**src/rtl/mips_multicycle_ctrl_if.sv**
```systemverilog
// rtl/mips_multicycle_ctrl_if.sv - controller <-> datapath control bundle
interface mips_multicycle_ctrl_if;
  logic [5:0] opcode;
  logic       mem_ready;
  logic       PCWrite;
  logic       PCWriteCond;
  logic       IorD;
  logic       MemRead;
  logic       MemWrite;
  logic       MemtoReg;
  logic       IRWrite;
  logic [1:0] PCSource;
  logic [1:0] ALUOp;
  logic       ALUSrcA;
  logic [1:0] ALUSrcB;
  logic       RegDst;
  logic       RegWrite;

  // master: the control FSM
  modport master (
    input  opcode, mem_ready,
    output PCWrite, PCWriteCond, IorD, MemRead, MemWrite, MemtoReg, IRWrite,
           PCSource, ALUOp, ALUSrcA, ALUSrcB, RegDst, RegWrite
  );

  // slave: the datapath it steers
  modport slave (
    output opcode, mem_ready,
    input  PCWrite, PCWriteCond, IorD, MemRead, MemWrite, MemtoReg, IRWrite,
           PCSource, ALUOp, ALUSrcA, ALUSrcB, RegDst, RegWrite
  );
endinterface

```
**src/rtl/mips_multicycle_ctrl.sv**
```systemverilog
// rtl/mips_multicycle_ctrl.sv - multicycle MIPS main control FSM
module mips_multicycle_ctrl #(
  parameter int CNT_W = 32
) (
  input  logic                 clk,
  input  logic                 rst,
  mips_multicycle_ctrl_if.master bus,
  output logic                 illegal_op,
  output logic [3:0]           state,
  output logic [CNT_W-1:0]     instr_count
);

  typedef enum logic [3:0] {
    FETCH  = 4'd0,  DECODE = 4'd1,  MEMADR = 4'd2,  MEMRD  = 4'd3,
    MEMWB  = 4'd4,  MEMWR  = 4'd5,  EXEC   = 4'd6,  RWB    = 4'd7,
    BRANCH = 4'd8,  JUMP   = 4'd9,  ADDIEX = 4'd10, ADDIWB = 4'd11,
    TRAP   = 4'd12
  } state_e;

  localparam logic [5:0] OP_RTYPE = 6'b000000;
  localparam logic [5:0] OP_LW    = 6'b100011;
  localparam logic [5:0] OP_SW    = 6'b101011;
  localparam logic [5:0] OP_BEQ   = 6'b000100;
  localparam logic [5:0] OP_J     = 6'b000010;
  localparam logic [5:0] OP_ADDI  = 6'b001000;

  typedef struct packed {
    logic       fetch;
    logic       pcwrite;
    logic       pcwritecond;
    logic       iord;
    logic       memread;
    logic       memwrite;
    logic       memtoreg;
    logic [1:0] pcsource;
    logic [1:0] aluop;
    logic       alusrca;
    logic [1:0] alusrcb;
    logic       regdst;
    logic       regwrite;
    logic       illegal;
  } ctl_t;

  function automatic state_e next_state(state_e s, logic [5:0] op, logic rdy);
    state_e n;
    n = TRAP;
    case (s)
      FETCH:  n = rdy ? DECODE : FETCH;
      DECODE: begin
        case (op)
          OP_LW, OP_SW: n = MEMADR;
          OP_RTYPE:     n = EXEC;
          OP_BEQ:       n = BRANCH;
          OP_J:         n = JUMP;
          OP_ADDI:      n = ADDIEX;
          default:      n = TRAP;
        endcase
      end
      MEMADR: n = (op == OP_SW) ? MEMWR : MEMRD;
      MEMRD:  n = rdy ? MEMWB : MEMRD;
      MEMWB:  n = FETCH;
      MEMWR:  n = rdy ? FETCH : MEMWR;
      EXEC:   n = RWB;
      RWB:    n = FETCH;
      BRANCH: n = FETCH;
      JUMP:   n = FETCH;
      ADDIEX: n = ADDIWB;
      ADDIWB: n = FETCH;
      default: n = TRAP;
    endcase
    return n;
  endfunction

  function automatic ctl_t decode(state_e s);
    ctl_t c;
    c = '0;
    case (s)
      FETCH:  begin c.fetch = 1'b1; c.memread = 1'b1; c.alusrcb = 2'b01; end
      DECODE: c.alusrcb = 2'b11;
      MEMADR: begin c.alusrca = 1'b1; c.alusrcb = 2'b10; end
      MEMRD:  begin c.memread = 1'b1; c.iord = 1'b1; end
      MEMWB:  begin c.memtoreg = 1'b1; c.regwrite = 1'b1; end
      MEMWR:  begin c.memwrite = 1'b1; c.iord = 1'b1; end
      EXEC:   begin c.alusrca = 1'b1; c.aluop = 2'b10; end
      RWB:    begin c.regdst = 1'b1; c.regwrite = 1'b1; end
      BRANCH: begin
        c.alusrca = 1'b1; c.aluop = 2'b01;
        c.pcwritecond = 1'b1; c.pcsource = 2'b01;
      end
      JUMP:   begin c.pcwrite = 1'b1; c.pcsource = 2'b10; end
      ADDIEX: begin c.alusrca = 1'b1; c.alusrcb = 2'b10; end
      ADDIWB: c.regwrite = 1'b1;
      default: c.illegal = 1'b1;
    endcase
    return c;
  endfunction

  state_e state_q;
  state_e nxt;
  ctl_t   ctl_q;

  always_comb nxt = next_state(state_q, bus.opcode, bus.mem_ready);

  // Controls are decoded from the next state so they are registered with it
  always_ff @(posedge clk or posedge rst) begin
    if (rst) begin
      state_q     <= FETCH;
      ctl_q       <= decode(FETCH);
      instr_count <= '0;
    end else begin
      state_q <= nxt;
      ctl_q   <= decode(nxt);
      if (nxt == FETCH && state_q != FETCH)
        instr_count <= instr_count + CNT_W'(1);
    end
  end

  // PC/IR load only on the fetch cycle that actually completes
  assign bus.PCWrite     = ctl_q.pcwrite | (ctl_q.fetch & bus.mem_ready);
  assign bus.IRWrite     = ctl_q.fetch & bus.mem_ready;
  assign bus.PCWriteCond = ctl_q.pcwritecond;
  assign bus.IorD        = ctl_q.iord;
  assign bus.MemRead     = ctl_q.memread;
  assign bus.MemWrite    = ctl_q.memwrite;
  assign bus.MemtoReg    = ctl_q.memtoreg;
  assign bus.PCSource    = ctl_q.pcsource;
  assign bus.ALUOp       = ctl_q.aluop;
  assign bus.ALUSrcA     = ctl_q.alusrca;
  assign bus.ALUSrcB     = ctl_q.alusrcb;
  assign bus.RegDst      = ctl_q.regdst;
  assign bus.RegWrite    = ctl_q.regwrite;
  assign illegal_op      = ctl_q.illegal;
  assign state           = state_q;

endmodule

```
**src/flat_wrapper.sv**
```systemverilog
// flat-port wrapper written by rule: the top's interface ports become plain ports
module mips_multicycle_ctrl_flat 
#(
  parameter int CNT_W = 32
)
  (clk, rst, illegal_op, state, instr_count, bus_opcode, bus_mem_ready, bus_PCWrite, bus_PCWriteCond, bus_IorD, bus_MemRead, bus_MemWrite, bus_MemtoReg, bus_IRWrite, bus_PCSource, bus_ALUOp, bus_ALUSrcA, bus_ALUSrcB, bus_RegDst, bus_RegWrite);
  mips_multicycle_ctrl_if bus_i ();
  input  logic clk;
  input  logic rst;
  output logic illegal_op;
  output logic [3:0] state;
  output logic [CNT_W-1:0] instr_count;
  input wire logic [$bits(bus_i.opcode)-1:0] bus_opcode;
  input wire logic [$bits(bus_i.mem_ready)-1:0] bus_mem_ready;
  output wire logic [$bits(bus_i.PCWrite)-1:0] bus_PCWrite;
  output wire logic [$bits(bus_i.PCWriteCond)-1:0] bus_PCWriteCond;
  output wire logic [$bits(bus_i.IorD)-1:0] bus_IorD;
  output wire logic [$bits(bus_i.MemRead)-1:0] bus_MemRead;
  output wire logic [$bits(bus_i.MemWrite)-1:0] bus_MemWrite;
  output wire logic [$bits(bus_i.MemtoReg)-1:0] bus_MemtoReg;
  output wire logic [$bits(bus_i.IRWrite)-1:0] bus_IRWrite;
  output wire logic [$bits(bus_i.PCSource)-1:0] bus_PCSource;
  output wire logic [$bits(bus_i.ALUOp)-1:0] bus_ALUOp;
  output wire logic [$bits(bus_i.ALUSrcA)-1:0] bus_ALUSrcA;
  output wire logic [$bits(bus_i.ALUSrcB)-1:0] bus_ALUSrcB;
  output wire logic [$bits(bus_i.RegDst)-1:0] bus_RegDst;
  output wire logic [$bits(bus_i.RegWrite)-1:0] bus_RegWrite;
  assign bus_i.opcode = bus_opcode;
  assign bus_i.mem_ready = bus_mem_ready;
  assign bus_PCWrite = bus_i.PCWrite;
  assign bus_PCWriteCond = bus_i.PCWriteCond;
  assign bus_IorD = bus_i.IorD;
  assign bus_MemRead = bus_i.MemRead;
  assign bus_MemWrite = bus_i.MemWrite;
  assign bus_MemtoReg = bus_i.MemtoReg;
  assign bus_IRWrite = bus_i.IRWrite;
  assign bus_PCSource = bus_i.PCSource;
  assign bus_ALUOp = bus_i.ALUOp;
  assign bus_ALUSrcA = bus_i.ALUSrcA;
  assign bus_ALUSrcB = bus_i.ALUSrcB;
  assign bus_RegDst = bus_i.RegDst;
  assign bus_RegWrite = bus_i.RegWrite;
  mips_multicycle_ctrl #(.CNT_W(CNT_W)) u_core (.clk(clk), .rst(rst), .bus(bus_i), .illegal_op(illegal_op), .state(state), .instr_count(instr_count));
endmodule
```
**config.mk**
```make
export PLATFORM = sky130hd
export DESIGN_NAME = mips_multicycle_ctrl_flat
export DESIGN_NICKNAME = d
export VERILOG_FILES = /design/src/rtl/mips_multicycle_ctrl_if.sv /design/src/rtl/mips_multicycle_ctrl.sv /design/src/flat_wrapper.sv
export SDC_FILE = /design/constraint.sdc
export NUM_CORES = 1
export LEC_CHECK = 0
export ABC_AREA = 1
export BUFFER_PORTS_ARGS = -buffer_cell sky130_fd_sc_hd__buf_2
export CAP_MARGIN = 20
export CORE_UTILIZATION = 60
export DETAILED_ROUTE_END_ITERATION = 10
export GPL_ROUTABILITY_DRIVEN = 1
export HOLD_SLACK_MARGIN = 0.05
export PLACE_DENSITY_LB_ADDON = 0.12
export SYNTH_ARGS = -nofsm -noshare
export SYNTH_HDL_FRONTEND = slang
export SYNTH_SLANG_ARGS = --single-unit
```
**constraint.sdc**
```tcl
create_clock -name clk -period 3.09 [get_ports clk]
set_input_delay 0.4635 -clock clk [delete_from_list [all_inputs] [get_ports clk]]
set_output_delay 0.4635 -clock clk [all_outputs]
set_load 0.1 [all_outputs]
```
==> impl_metrics.ini <==
[layout]
nFillCells = 447
syn2layout_area_growth_pct = 12.25
nets = 513
antenna_cells = 0
multi_input_area_um2 = 1665
final-seq-area_um2 = 1255
drive_above_1_share = 0.1944
regMostFlops = u_core.instr_count
largest_register_ff_count = 32

[setup_path]
crit_chain = nor2_4, nand3_4, nor2_1, nor2_1, nand3_2, nor2_4, nand3_4, nand2_1, nand2_1
crit_cells = 9
path_class = reg2reg
critPathLaunchType = flip-flop
crit_slowest_cell = dfrtp_1
critPathBufInv = 0
cp.arrival_ns = 2.51
crit_family = simple AND/OR/NAND/NOR gates
critPathRequiredTime_ns = 3.30
slowest_delay_ns = 0.48
reg2reg_depth = 9
cp-end-kind = flip-flop
cp_max_fo = 35

[timing]
finClkSkew_ns = 0.007924
tns_ns = 0
period_needed_ns = 2.300
rsz0062_at_grt = no
slew_viol_final = 0
setup_violations = 0
whs_ns = 0.07227
fmax_mhz = 434.9
tightest_slew_ns = 0.5031
finalHoldViolations = 0
slew_headroom = 0.6669
min_period_over_period = 0.7442

[clock_tree]
cts_buffers = 5
cts_tree = built
clkLatencyLatePin_ns = 0.31
cts_setup_buffers = 0
ctsHoldBuffers = 0
htreeDepth = 2
clk_pin_slew_worst_paths_ns = 0.10
clk_path_buf_depth = 2
cts_sinks = 50
cts-root-buf = clkbuf_8
cts_resized = 0

[logic_synthesis]
async_reset_ff_frac = 1.000
syn_area_um2 = 3187
ys_seq_elements = 50
synth_edf_count = 0
yosys_most_used_dff = dfrtp_1
synth_nets = 460
ys_types = 27
post_synth.cell_area_avg_um2 = 7.082
synth-seq-area-share = 0.3938
netlist_instances = 450
ys_warn_count = 0

[pwr]
internal_power_uw = 832.6
power_density_nw_per_um2 = 306.6
p_sw_frac = 0.2408
switchingPower_uw = 264.1
comb_power_share = 0.028
ir_drop_mv = 0.2053
p_leak_uw = 0.001961
pwr-share-clk = 0.375
pwr-share-seq = 0.596

[status]
status = complete, no violations

[detailed_routing]
first_iter_violations = 218
finalWirelength_um = 7454
vias_per_cell = 5.361
postRouteAntennaNets = 0
num_vias = 3077
post-route-drc-count = 0
first_pass_iters = 5
wl_per_cell_um = 12.99

[global_routing]
grt_pass1_wl_um = 12390
overflow = 0
track_usage = 0.2882
grt_max_degree = 51
top_usage_layer = met1
grt_use_met2 = 0.4324
antenna_found_initial = 0
first_global_vias = 2599
met1_usage = 0.4378
grt_use_met3 = 0.04819

[floorplanning]
die_x_um = 74.88
num_rows = 26
fp.coreArea_um2 = 5107
initial_core_util = 0.6240
fp.dieArea_um2 = 5607
boundaryPins = 62
die_y_um = 74.88

[flow_run]
maxCapViolCount = 0

[placement]
hpwl_um = 5509
gp_congestion = 0.9666
io_buffers = 61

[min_path]
hp-class = in2async
[cell usage in the layout (no fill, tap or decap), types with 3 or more instances in the layout]
cell / synthesis / routed
nand4_1: 39 / 39
nand2_1: 182 / 182
inv_1: 28 / 27
dfrtp_1: 47 / 47
dfstp_2: 3 / 3
nand3b_1: 10 / 10
inv_2: 6 / 7
clkbuf_8: 0 / 5
buf_2: 0 / 61
nand3_2: 3 / 3
nor2_2: 4 / 4
xor2_1: 12 / 12
xnor2_1: 4 / 4
nand3_4: 3 / 3
nand3_1: 15 / 15
nor2_1: 62 / 62
[per-stage QoR]
stage / cells / setup WS, ns / utilization / area, um2 / total power, uW
after floorplan: 450 / 0.6773 / - / 3187 / 683.7
after global placement: 565 / 0.8782 / 0.6774 / 3460 / 694.7
after detailed placement: 565 / 0.8064 / 0.6774 / 3460 / 695.9
after CTS: 573 / 0.7926 / 0.6965 / 3557 / 1103
after global routing: 574 / 0.5585 / 0.7004 / 3577 / 1140
final: 574 / 0.7904 / 0.7004 / 3577 / 1097
[path summary, 6_finish.rpt]
check                      slack [ns]                    from                      to
min in group clk                 0.45           bus_mem_ready     u_core.bus.MemtoReg
min reg2reg                      0.54  u_core.instr_count[28]  u_core.instr_count[28]
max reg2reg                      0.79         u_core.state[2]  u_core.instr_count[16]
max in group asynchronous        2.47                     rst   u_core.bus.ALUSrcB[0]
max                              0.79         u_core.state[2]  u_core.instr_count[16]
min                              0.07                     rst  u_core.instr_count[19]
[final cells by class]
type,instances,share of cell area
clock buffer,5,0.01924
timing repair buffer,64,0.09514
sequential,50,0.3508
tap,70,0.02448
multi-input combinational,347,0.4655
clock inverter,3,0.008045
inverter,35,0.03673
[metal layers]
| layer | wire, um | part of all wire |
|---|---|---|
| met2 | 3279 | 0.44 |
| met1 | 3678 | 0.49 |
| met3 | 416 | 0.056 |
| met4 | 79 | 0.011 |
| met5 | 0 | 0 |
[cell usage after synthesis, types with 2 or more instances]
master,count,share of area
nand3_4,3,0.016
inv_1,28,0.033
nand2_1,182,0.21
nand3_1,15,0.024
dfrtp_1,47,0.37
nand2_2,2,0.0039
nor3_1,2,0.0031
o21ai_0,2,0.0031
nor2_2,4,0.0079
nand3b_1,10,0.024
nor2_1,62,0.073
inv_2,6,0.0071
xnor2_1,4,0.011
xor2_1,12,0.033
nand3_2,3,0.0094
dfstp_2,3,0.025
buf_6,3,0.011
clkbuf_1,3,0.0035
nor2_4,2,0.0071
buf_4,12,0.028
nand4_1,39,0.077
[logic make-up after synthesis]
logic type                 synth area share
DFF                                  0.3938
and+or+nand+nor                      0.4672
adders and majority gates          0.003926
AOI/OAI and AO/OA                  0.007462
xor gates and xnor gates            0.04397
buffers and inverters               0.08363
[worst register-to-register path, cell delays in order, from the launching register on]
cell	delay [ns]
dfrtp_1	0.48
nor2_4	0.09
nand3_4	0.30
nor2_1	0.08
nor2_1	0.13
nand3_2	0.12
nor2_4	0.38
nand3_4	0.37
nand2_1	0.19
nand2_1	0.06
[power by group through the flow]
stage               Clock, uW  Sequential (uW)  Combinational, uW
floorplan                   0              667               16.9
global placement            0              667               27.9
detailed placement          0              667               29.1
CTS                       420              654               29.0
global route              449              654               36.7
finish                    411              654               31.2
(Power assumes the default switching activity.)
